**config.mk**
```make
export PLATFORM = sky130hd
export DESIGN_NAME = mem_arbiter
export DESIGN_NICKNAME = d
export VERILOG_FILES = /design/src/rtl/mem_arb_pkg.sv /design/src/rtl/rr_arb2.sv /design/src/rtl/mem_arbiter.sv
export SDC_FILE = /design/constraint.sdc
export NUM_CORES = 1
export LEC_CHECK = 0
export ABC_AREA = 0
export CORE_AREA = 2 2 118 120
export CTS_CLUSTER_SIZE = 24
export DETAILED_ROUTE_END_ITERATION = 6
export DIE_AREA = 0 0 120 122
export PLACE_DENSITY = 0.69
export REMOVE_ABC_BUFFERS = 1
export SLEW_MARGIN = 20
export SYNTH_ARGS = -nofsm -noshare
export SYNTH_HDL_FRONTEND = slang
export SYNTH_SLANG_ARGS = --single-unit
```
**constraint.sdc**
```tcl
create_clock -name clk -period 1.8 [get_ports clk]
set_input_delay 0.54 -clock clk [delete_from_list [all_inputs] [get_ports clk]]
set_output_delay 0.54 -clock clk [all_outputs]
set_load 0.01 [all_outputs]
```
**src/rtl/mem_arb_pkg.sv**
```systemverilog
// Shared types for the instruction/data cache memory-port arbiter.
package mem_arb_pkg;

  typedef enum logic [1:0] {
    IDLE,
    BUSY,
    DONE
  } arb_state_t;

  typedef enum logic {
    REQ_I,
    REQ_D
  } req_id_t;

endpackage

```
**src/rtl/rr_arb2.sv**
```systemverilog
// Two-way round-robin picker: a lone requester wins, a tie goes to the side
// that was not served last.
module rr_arb2
  import mem_arb_pkg::*;
(
  input  logic    req_i,
  input  logic    req_d,
  input  req_id_t last,
  output req_id_t grant
);

  always_comb begin
    if (req_i && req_d) grant = (last == REQ_I) ? REQ_D : REQ_I;
    else if (req_d)     grant = REQ_D;
    else                grant = REQ_I;
  end

endmodule

```
**src/rtl/mem_arbiter.sv**
```systemverilog
// Shares one word-wide memory port between icache and dcache, moving one whole
// block (refill or write-back) per grant, one word every MEM_LAT cycles.
module mem_arbiter
  import mem_arb_pkg::*;
#(
  parameter int OFFSET_WIDTH = 4,
  parameter int MEM_LAT      = 2
) (
  input  logic                    clk,
  input  logic                    reset,

  input  logic                    i_req,
  input  logic [31:0]             i_addr,
  input  logic                    i_wen,
  input  logic [31:0]             i_wdata,
  output logic [OFFSET_WIDTH-3:0] i_widx,
  output logic                    i_rvalid,
  output logic [31:0]             i_rdata,
  output logic                    i_done,

  input  logic                    d_req,
  input  logic [31:0]             d_addr,
  input  logic                    d_wen,
  input  logic [31:0]             d_wdata,
  output logic [OFFSET_WIDTH-3:0] d_widx,
  output logic                    d_rvalid,
  output logic [31:0]             d_rdata,
  output logic                    d_done,

  output logic [31:0]             maddr,
  output logic [31:0]             mwrite_data,
  output logic                    m_wen,
  input  logic [31:0]             mread_data
);

  localparam int                WW        = OFFSET_WIDTH - 2;
  localparam int                LAT_W     = (MEM_LAT > 1) ? $clog2(MEM_LAT) : 1;
  localparam logic [WW-1:0]     LAST_WORD = '1;
  localparam logic [LAT_W-1:0]  LAST_LAT  = LAT_W'(MEM_LAT - 1);

  arb_state_t              r_state;
  req_id_t                 r_grant;
  req_id_t                 r_last;
  logic [31:OFFSET_WIDTH]  r_base;
  logic                    r_wr;
  logic [WW-1:0]           r_word;
  logic [LAT_W-1:0]        r_lat;

  arb_state_t              w_next_state;
  req_id_t                 w_pick;
  logic                    w_any_req;
  logic                    w_lat_last;
  logic                    w_word_last;

  rr_arb2 u_rr_arb2 (
    .req_i (i_req),
    .req_d (d_req),
    .last  (r_last),
    .grant (w_pick)
  );

  assign w_any_req   = i_req || d_req;
  assign w_lat_last  = (r_lat == LAST_LAT);
  assign w_word_last = (r_word == LAST_WORD);

  // NOTE: sequential state uses non-blocking assignments so every register
  // samples the pre-edge values regardless of statement order.
  always_ff @(posedge clk or negedge reset) begin
    if (!reset) begin
      r_state <= IDLE;
      r_grant <= REQ_I;
      r_last  <= REQ_I;
      r_base  <= '0;
      r_wr    <= 1'b0;
      r_word  <= '0;
      r_lat   <= '0;
    end else begin
      r_state <= w_next_state;
      case (r_state)
        IDLE: begin
          if (w_any_req) begin
            r_grant <= w_pick;
            r_base  <= (w_pick == REQ_D) ? d_addr[31:OFFSET_WIDTH] : i_addr[31:OFFSET_WIDTH];
            r_wr    <= (w_pick == REQ_D) ? d_wen : i_wen;
            r_word  <= '0;
            r_lat   <= '0;
          end
        end
        BUSY: begin
          if (w_lat_last) begin
            r_lat  <= '0;
            r_word <= r_word + 1'b1;
            if (w_word_last) r_last <= r_grant;
          end else begin
            r_lat <= r_lat + 1'b1;
          end
        end
        default: ;
      endcase
    end
  end

  // Outputs decode registered state only, so no request reaches m_wen
  // combinationally and reset clears them without waiting for a clock.
  // NOTE: every output gets a default before the case so no latch is inferred.
  always_comb begin
    w_next_state = r_state;
    maddr        = '0;
    mwrite_data  = '0;
    m_wen        = 1'b0;
    i_widx       = '0;
    i_rvalid     = 1'b0;
    i_rdata      = '0;
    i_done       = 1'b0;
    d_widx       = '0;
    d_rvalid     = 1'b0;
    d_rdata      = '0;
    d_done       = 1'b0;

    case (r_state)
      IDLE: begin
        if (w_any_req) w_next_state = BUSY;
      end
      BUSY: begin
        if (w_lat_last && w_word_last) w_next_state = DONE;
        maddr       = {r_base, r_word, 2'b00};
        mwrite_data = (r_grant == REQ_D) ? d_wdata : i_wdata;
        m_wen       = r_wr && w_lat_last;
        if (r_grant == REQ_D) begin
          d_widx   = r_word;
          d_rvalid = !r_wr && w_lat_last;
          d_rdata  = d_rvalid ? mread_data : '0;
        end else begin
          i_widx   = r_word;
          i_rvalid = !r_wr && w_lat_last;
          i_rdata  = i_rvalid ? mread_data : '0;
        end
      end
      DONE: begin
        w_next_state = IDLE;
        if (r_grant == REQ_D) d_done = 1'b1;
        else                  i_done = 1'b1;
      end
      default: w_next_state = IDLE;
    endcase
  end

endmodule

```
# After elaboration in Yosys (flattened, before gate mapping)
# Index checks and enable logic that the tools add are counted.
[word_totals]
register_bits = 36
output_inout_bits = 137
[op_classes]
n_addsub = 2
n_eq_ne = 6
mux = 35
n_reduce_logical = 13
[op_table]
columns = ["op", "count"]
rows = [
  ["$mux 32", 8],
  ["$mux 28", 1],
  ["$mux 2", 8],
  ["$mux 1", 15],
  ["$pmux 2 s2", 2],
  ["$ne 2x2->1 const B", 3],
  ["$reduce_and 2->1", 3],
  ["$reduce_and 3->1", 2],
  ["$eq 2x2->1 const B", 2],
  ["$logic_and 1x1->1", 4],
  ["$add 2x1->2 const B", 1],
  ["$eq 2x1->1 const B", 1],
  ["$logic_not 2->1", 1],
  ["$pmux 1 s2", 1],
  ["$reduce_bool 2->1", 1],
  ["$add 1x1->1 const B", 1],
  ["$logic_not 1->1", 1],
  ["$logic_or 1x1->1", 1],
]

# Depth between registers and ports, before layout
[depth]
word_depth = 5
ltp_mapped = 6
mapped_depth_nobuf = 4

# Hierarchy
# From an unflattened synthesis, not the netlist that was laid out.
[unflattened]
cells_unflattened = 316
area_unflattened_um2 = 3004.1
[modules_own_cells]
columns = ["mod", "n_inst", "cells_per_inst", "area_per_inst_um2", "seq_area_each_um2"]
rows = [
  ["mem_arbiter", 1, 315, 2992.9, 900.9],
  ["rr_arb2", 1, 1, 11.3, 0.0],
]

# Least setup slack after synthesis
# OpenSTA, ideal clock, no wires.
[synth_path]
path_type = "register to output"
from = "register r_state[1]"
to = "output port d_rdata[10]"
arrival_ns = 1.218
path_slack_ns = 0.042
path_stages_with_launch = 5
n_path_buf = 1
cell_sequence = "dfrtp_1 > nand3b_4 > nor3_2 > clkbuf_1 > and2_1"
[synth_between]
elab_chain_len = 2
[synth_lines]
columns = ["element", "line_no", "source"]
rows = [
  ["from (decl)", "mem_arbiter.sv:41", "arb_state_t r_state;"],
  ["from (signal assigned)", "mem_arbiter.sv:78", "r_state <= w_next_state;"],
  ["$eq 2x1->1", "mem_arbiter.sv:120", "case (r_state)"],
  ["$mux 32", "mem_arbiter.sv:120", ""],
  ["to (decl)", "mem_arbiter.sv:27", "output logic [31:0] d_rdata,"],
]
# No other way between the ends.

# Worst setup path after layout
[layout_path]
from = "register r_state[1]"
to = "output port maddr[18]"
[layout_between]
elab_chain_len = 2
[layout_lines]
columns = ["element", "line_no", "source"]
rows = [
  ["$eq 2x1->1", "mem_arbiter.sv:120", ""],
  ["$mux 32", "mem_arbiter.sv:120", ""],
  ["to (decl)", "mem_arbiter.sv:30", "output logic [31:0] maddr,"],
]
# No other way between the ends.

==> results.md <==
Finish:
- The area growth from synthesis to layout is 117%.
- Excluding fillers, the count of instances in the completed layout stands at 825.
- Once layout is complete, the utilization of the core stands at 51.4%.
- The layout net count is 809.
- The share of final-layout standard cells stronger than drive strength 1 is 49.5%.
- After filler insertion, the fill cell instance count of the layout stands at 1240.

STA:
- The max-slew violation count is 0.
- The number of endpoints with negative hold slack in the final report is 0.
- The final setup violation count is 134.
- The clock arrives with 4.83 ps of skew.
- Setup repair after global routing could not meet its margin everywhere.
- Once routing completed, OpenROAD measured the worst setup slack at -310 ps.
- Counting I/O delays and the setup requirement, the final critical path takes 2110 ps.
- The upper clock frequency limit is 0.474 GHz.
- Dividing the final minimum period by the clock period gives 117%.

Setup path:
- The arrival time at the worst endpoint is 1570 ps.
- The peak fanout along the critical path is 8.
- STA puts the critical path data required time at 1260 ps.
- The startpoint type of the worst setup path is a register.
- The worst setup path is captured at a primary output.
- The worst setup path is of the register to primary output kind.

Clock network:
- The later-pin clock latency in the skew report is 270 ps.
- The maximum buffer depth of the clock tree is 2.
- TritonCTS built the clock tree.
- The number of H-tree levels is 2.
- For this design, the sink count on the clock tree is 36.
- In this run the clock root is driven by a clkbuf_16.
- The number of clock buffers added by TritonCTS is 5.
- After clock tree synthesis, the flow added hold-fix buffers numbering 0.
- The CTS clock-pin slew for the worst setup and hold paths is 50 ps.

Logic synthesis:
- The gate count after technology mapping is 311.
- After synthesis, flip-flops and latches occupy 28.2% of the total area.
- The mean post-synth cell area is 10.3 um^2.
- Of all cell types, the one taking the most synthesized area is dfrtp_1.
- The top cell type's share of synthesized area is 28.2%.
- The count of warnings emitted by yosys is 0.
- The synthesized netlist occupies a cell area of 3190 um^2.
- Synthesis instantiated 26 different standard cells from the library.
- In the post-synthesis netlist, the biggest area contributors are dfrtp_1 28%, mux2_4 27%, and2_1 18%.
- The number of synthesized register bits is 36.

Floorplanning:
- The die width is 120 um.
- The boundary pin count is 303.
- The die outline height is 122 um.
- The floorplan step defined a die boundary enclosing 14600 um^2.
- The initialized floorplan defines 43 standard-cell rows.
- The starting utilization of the core area is 23.6%.
- The total area inside the core boundary comes to 13500 um^2.

Worst hold path:
- The class of the most critical hold timing path is primary input to async pin.

Place:
- The post-detailed-placement half-perimeter wirelength is 10100 um.
- The number of buffers inserted by port buffering is 292.
- At the end of routability-driven placement, the weighted congestion stood at 0.798.
- Including well taps, the total number of placed cells is 784.

GRT:
- The layer flagged by global routing as most heavily used is met2.
- Entering global routing, the biggest net connects 33 pins.
- The first-pass GRT wire length is 19400 um.
- The number of antenna violations at the first check in global routing came to 3.
- The met2 track utilization from global routing is 31.9%.
- The met1 usage in global routing is 17.9%.
- Global routing finished with a remaining overflow of 0.
- Across every metal layer, demand over resource in global routing totals 16.7%.
- Global routing consumed, on the met3 layer, 4.35% of the routing resources.
- The via count of the first global-routing pass is 3643.

Run status:
- The checks that failed: negative setup slack.
- The run finished, with violations left.

Route:
- The post-detailed-routing wire length is 13500 um.
- In the routed design, unresolved DRC markers number 0.
- The remaining antenna violation count after routing is 0.
- After detailed routing, the number of vias per cell comes to 4.22.
- The pre-antenna-repair detailed-routing pass consisted of 4 iterations.
- The first-iteration detailed-routing DRC count is 84.
- The routed via count is 3484.
- The post-detailed-route wirelength per cell is 16.4 um.

Power:
- The total power draw is 9.57 mW.
- For this design the ratio of total power to cell area is 1380 nW/um^2.
- The leakage power is 3.41 nW.
- IR analysis of the VDD net gives a maximum drop of 863 uV.

Job:
- Max-cap violations in this run came to 0.
-- routing by layer --
| metal | share of wire (%) | up-vias |
|---|---|---|
| li1 | - | 1692 |
| met2 | 54 | 148 |
| met3 | 7.0 | 18 |
| met4 | 2.1 | 0 |
| met1 | 37 | 1626 |
| met5 | 0 | - |
-- cells in the mapped netlist, drive strengths merged --
cell type   n
a21bo       1
nand3b      1
nor2       34
conb        1
and3        6
o311ai      1
dfrtp      36
inv         1
mux2i      33
a31o        1
o21ai       3
clkbuf     11
ha          1
nor3        4
nand2b      1
nor3b       2
and2       94
nor2b       1
mux2       59
or3         1
nand2       3
buf        16
-- worst max-delay path, cell delays in order, from the launching register on --
cell and delay [ps]:
dfrtp_1 390, buf_6 140, nor2b_4 160, buf_6 150, buf_6 120, buf_4 100
and2_4 130, buf_6 90
-- path summary, 6_finish.rpt --
path | start | end | slack (ps) | cells past startpoint
max reg2reg | r_state[0] | r_base[21] | 130 | 5
min | reset | r_base[21] | 170 | 1
min reg2reg | r_base[11] | r_base[11] | 510 | 1
min in group clk | r_base[11] | r_base[11] | 510 | 1
max | r_state[1] | maddr[18] | -310 | 7
max in group asynchronous | reset | r_base[18] | 1130 | 2
-- where the power goes --
| part | switching [mW] | total [mW] | internal (mW) | leakage, nW |
|---|---|---|---|---|
| sequential | 0.314 | 1.54 | 1.22 | 0.423 |
| clock | 0.298 | 0.878 | 0.580 | 0.0760 |
| combinational | 2.78 | 7.15 | 4.38 | 2.91 |
| total | 3.39 | 9.57 | 6.18 | 3.41 |
-- state kept, by name, summed over array words and instances (netlist names) --
signal,cells
r_word,2
r_state,2
r_last,1
r_grant,1
r_lat,1
r_wr,1
r_base,28
-- cells in the final DEF, fill, tap and decap left out, drive strengths merged --
cell type / netlist / layout
buf: 16 / 187
clkdlybuf4s50: 0 / 154
and2: 94 / 94
mux2: 59 / 59
dfrtp: 36 / 36
nor2: 34 / 34
mux2i: 33 / 33
clkbuf: 11 / 10
and3: 6 / 6
nor3: 4 / 4
diode: 0 / 3
o21ai: 3 / 3
nand2: 3 / 3
dlygate4sd2: 0 / 3
nor3b: 2 / 2
conb: 1 / 2
dlymetal6s2s: 0 / 2
nand3b: 1 / 1
nor2b: 1 / 1
inv: 1 / 1
nand2b: 1 / 1
o311ai: 1 / 1
or3: 1 / 1
a21bo: 1 / 1
a31o: 1 / 1
ha: 1 / 1
clkdlybuf4s15: 0 / 1
-- cells by family (layout without fill, tap and decap cells) --
group	after synthesis	in the layout	synth area share (%)
AND/OR/NAND/NOR	147	147	26.7
buffers and inverters	28	358	4.98
multiplexers	92	92	38.0
other	1	5	0.118
AO/OA/AOI/OAI	6	6	1.53
flip-flops	36	36	28.2
adder cells (fa/ha/maj)	1	1	0.392
-- layout make-up --
class | count | area [um^2] | share of cell area, %
tap | 180 | 225 | 3.25
multi-input combinational | 248 | 2330 | 33.6
sequential | 36 | 902 | 13.0
timing repair buffer | 350 | 3310 | 47.8
clock buffer | 7 | 153 | 2.20
inverter | 1 | 3.75 | 0.0541
antenna | 3 | 7.51 | 0.108
-- repair_timing --
item,4_1_cts,5_1_grt
cloned,6,4
resized for setup,556,129
buffers inserted,13,14
pin swaps,16,33
setup endpoints to repair,164,165
-- through the flow --
stage / setup slack [ps] / hold WS (ps) / cell area (um^2) / TNS (ps)
detailed placement: -504 / 471 / 6490 / -66640
global route: -397 / 186 / 6940 / -40090
floorplan: -1430 / 244 / 3040 / -137910
global placement: -492 / 470 / 6490 / -65140
finish: -310 / 170 / 6940 / -30400
CTS: -428 / 181 / 6680 / -42350
No activity file was read; power rests on OpenSTA's default activity.
==> variant 1, RTL diff (same flow settings) <==
The 3 states of `arb_state_t` get a one-hot encoding in 3 bits.
--- a/src/rtl/mem_arb_pkg.sv
+++ b/src/rtl/mem_arb_pkg.sv
@@ -1,10 +1,10 @@
 // Shared types for the instruction/data cache memory-port arbiter.
 package mem_arb_pkg;
 
-  typedef enum logic [1:0] {
-    IDLE,
-    BUSY,
-    DONE
+  typedef enum logic [2:0] {
+    IDLE = 3'b001,
+    BUSY = 3'b010,
+    DONE = 3'b100
   } arb_state_t;
 
   typedef enum logic {
Formal check against the unedited RTL: no difference found for any inputs over 10 cycles, from zero or initial values and one cycle with reset low; not proved beyond that.
==> variant 1 against the original RTL <==
The flow still finishes with violations (negative setup slack); final cell count grew 3.4%; power shrank 19%; final area grew 7.1%; critical path type unchanged; routed wire length grew 18%; area after synthesis shrank 8.8%; count of clock-buffer cells in the layout shrank 2; setup slack lost 0.52 ns; sequential cell count grew 1.
==> variant 1: results (changes against the original RTL) <==
| Metric | Value |
|---|---|
| Status | `complete, but fails checks` |
| Failing checks | `negative setup slack` |
| Clk_skew | `0.007515 ns (+0.002684 ns)` |
| Post-DP HPWL | `10850 um (+6.9%)` |
| WL per Instance | `18.78 um (+15%)` |
| R2R depth | `8 (+3)` |
| Largest net degree at the start of global routing | `34 (+3.0%)` |
| FILL cells | `1212 (-2.3%)` |
| Worst Setup SP | `r_state[0]$_DFFE_PN1P_` |
| Crit path largest cell delay | `0.43 ns (+0.04 ns)` |
| Slowest CP cell | `or3b_4` |
| Unique masters post-synth | `30 (+15%)` |
| Worst VDD drop | `0.0004874 V (-44%)` |
| Worst R2R End | `r_last$_DFFE_PN0P_` |
| Setup TNS | `-81.39 ns (-50.99 ns)` |
| Mean Syn Cell Area | `8.979 sq um (-12%)` |
| Share of layout cells above drive strength 1 | `51.71% (+2.2 points)` |
| Reg2reg setup slack | `-0.24 ns (-0.37 ns)` |
| Worst slack at placement | `-0.6737 ns (-0.1699 ns)` |
| Finish-stage setup viols | `137 (+2.2%)` |
| Vias | `3887 (+12%)` |
| Final Worst Setup Slack | `-0.8303 ns (-0.5202 ns)` |
| Initial antenna violation count | `0 (-3)` |
| Post-synth top cells | `94 x and2_1, 36 x dfrtp_1, 33 x mux2i_1, 33 x nor2_1` |
| # diodes | `0 (-3)` |
| Lkg Pwr | `3.353 nW (-1.6%)` |
| First-pass GRT wire length | `20870 um (+7.8%)` |
| Final Wtd Congestion | `0.8476 (+6.2%)` |
| Placed instance count | `795 (+1.4%)` |
| Drt pass-1 iters | `4 (unchanged)` |
| Largest regs | `r_base: 28 flops, r_state: 3 flops, r_word: 2 flops` |
| Area of the multi-input gates | `0.002210 sq mm (-5.3%)` |
| WP data arrival | `2.09 ns (+0.52 ns)` |
| Delay-heaviest family, CP | `simple AND/OR/NAND/NOR gates` |
-- variant 1: changes by cell type in the layout (fill, tap and decap cells not counted), sizes merged, moves of 3 or more --
cell         before  now
o32ai             0   29
a2bb2oi           0   29
diode             3    0
buf             187  210
clkbuf           10   15
nor3              4    0
dlygate4sd2       3    0
mux2             59    1
-- variant 1: repair_timing --
item | 4_1_cts | 5_1_grt
pin swaps | 6 | 69
endpoints found under the setup margin | 135 | 158
cloned | 5 | 10
gates resized for setup | 471 | 337
buffers inserted | 18 | 26
-- variant 1: power by group --
part / leakage, nW / total, mW / internal (mW) / switching, mW
clock network: 0.0800 / 1.01 / 0.656 / 0.359
registers: 0.416 / 1.46 / 1.21 / 0.248
logic: 2.86 / 5.26 / 3.02 / 2.24
-- variant 1: routing by layer --
| metal | vias up | GRT usage (%) | wire length [um] |
|---|---|---|---|
| li1 | 1849 | - | - |
| met1 | 1865 | 23.21 | 6552 |
| met2 | 147 | 30.75 | 8204 |
| met3 | 26 | 4.026 | 951 |
| met4 | 0 | 4.044 | 311 |
| met5 | - | 0 | 0 |
-- variant 1: cell families (layout without fill, tap and decap cells) --
group | count (synthesis) | after routing | synth area share, %
flip-flops | 37 | 37 | 31.87
multiplexers | 34 | 34 | 11.74
AND/OR/NAND/NOR | 146 | 146 | 29.72
AO/OA/AOI/OAI | 66 | 66 | 19.18
adder cells (fa/ha/maj) | 1 | 1 | 0.4300
buffers and inverters | 39 | 387 | 6.925
other | 1 | 2 | 0.1289
-- variant 1: cell type report --
| type | count | area share, % |
|---|---|---|
| Clock buffer | 5 | 1.683 |
| Timing Repair Buffer | 376 | 52.30 |
| Inverter | 3 | 0.1515 |
| Multi-Input combinational cell | 249 | 29.73 |
| Clock inverter | 3 | 0.6228 |
| Sequential cell | 37 | 12.49 |
| Tap cell | 180 | 3.030 |
==> variant 2, RTL diff (same flow settings) <==
Made on the original files. Set the parameter `MEM_LAT` to 4 (it was 2).
--- a/src/rtl/mem_arbiter.sv
+++ b/src/rtl/mem_arbiter.sv
@@ -4,7 +4,7 @@
   import mem_arb_pkg::*;
 #(
   parameter int OFFSET_WIDTH = 4,
-  parameter int MEM_LAT      = 2
+  parameter int MEM_LAT      = 4
 ) (
   input  logic                    clk,
   input  logic                    reset,
Behaviour: not the same (a bounded check fails within 4 cycles, from zero or initial values and one cycle with reset low).
==> variant 2 against the original RTL <==
Sequential cell count increased by 1; utilization increased by 9.3 points; routed wire length increased by 22%; largest cell class unchanged; area after synthesis increased by 1.7%; power increased by 22%; register-to-register slack improved by 0.07 ns; global-route usage increased by 3.3 points; final area increased by 18%; sequential power increased by 3%; setup slack got worse by 0.16 ns; highest routed layer is now met5; the flow still finishes with violations (negative setup slack).
==> variant 2: results (changes against the original RTL) <==
| Metric | Value |
|---|---|
| Status | `complete, but fails checks` |
| Failing checks | `negative setup slack` |
| Synth area leaders | `dfrtp_1 29%, mux2_4 27%, and2_1 18%` |
| Net Sw Frac | `34.93% (-0.50 points)` |
| Finish-stage setup viols | `134 (unchanged)` |
| Register Area | `928.4 sq um (+2.9%)` |
| Register share of total power | `13.6% (-2.5 points)` |
| Unique masters post-synth | `29 (+12%)` |
| Seq/Total Area, Yosys | `28.54% (+0.30 points)` |
| Final core utilization | `60.68% (+9.3 points)` |
| Compound-gate portion of the synthesized area | `1.620% (+0.090 points)` |
| Post-Syn Instances | `314 (+0.96%)` |
| Setup TNS | `-41.48 ns (-11.08 ns)` |
| Worst slack at placement | `-0.5708 ns (-0.06702 ns)` |
| Nets | `828 (+2.3%)` |
| Bufs w/o clock | `364 (+4.0%)` |
| Top Layer Used | `met5` |
| Lkg Pwr | `3.730 nW (+9.4%)` |
| Final Worst Setup Slack | `-0.4736 ns (-0.1635 ns)` |
| Power Sequential | `1.58 mW (+3%)` |
| Final Wtd Congestion | `0.8340 (+4.5%)` |
| Comb_multi_in | `251 (+1.2%)` |
| Clock sinks | `37 (+2.8%)` |
| Area of the multi-input gates | `0.002879 sq mm (+23%)` |
| # diodes | `2 (-1)` |
| Met3 WL | `1407 um (+48%)` |
| Vias | `3774 (+8.3%)` |
| FILL cells | `1062 (-14%)` |
| Clock Buffer Count | `6 (-1)` |
| Post-synth top cells | `94 x and2_1, 58 x mux2_4, 37 x dfrtp_1, 34 x nor2_1, 33 x mux2i_1` |
| First-pass GRT wire length | `22200 um (+15%)` |
| Clk_skew | `0.004364 ns (-0.0004677 ns)` |
| Non-clock buffer share | `48.63% (+0.86 points)` |
| Total routed wirelength | `16510 um (+22%)` |
| Met2 global-route usage | `39.03% (+7.2 points)` |
| Area after DPL | `0.006518 sq mm (+0.35%)` |
| Vias in the first global route | `3913 (+7.4%)` |
| Met1 Track Usage GR | `20.40% (+2.5 points)` |
| WL per Instance | `19.59 um (+19%)` |
| Worst VDD drop | `0.0008041 V (-6.9%)` |
| Total GRT Usage | `20.01% (+3.3 points)` |
| Post-DP HPWL | `10720 um (+5.7%)` |
## variant 2: worst paths after layout
kind	end	slack, ns	depth (start not counted)	startpoint
max in group asynchronous	r_grant$_DFFE_PN0P_	1.11	2	reset
setup reg to reg	r_base[5]$_DFFE_PN0P_	0.20	4	r_last$_DFFE_PN0P_
hold reg to reg	r_base[8]$_DFFE_PN0P_	0.51	1	r_base[8]$_DFFE_PN0P_
hold / removal	r_base[9]$_DFFE_PN0P_	0.31	2	reset
min in group clk	r_base[8]$_DFFE_PN0P_	0.51	1	r_base[8]$_DFFE_PN0P_
setup / recovery	i_rdata[23]	-0.47	8	r_lat[0]$_DFFE_PN0P_
## variant 2: repair_timing
| action | 4_1_cts | 5_1_grt |
|---|---|---|
| setup endpoints to repair | 165 | 137 |
| cloned | 13 | 3 |
| endpoints found under the hold margin | 0 | 0 |
| pin swaps | 44 | 32 |
| setup buffers | 30 | 13 |
| gates resized for setup | 626 | 259 |
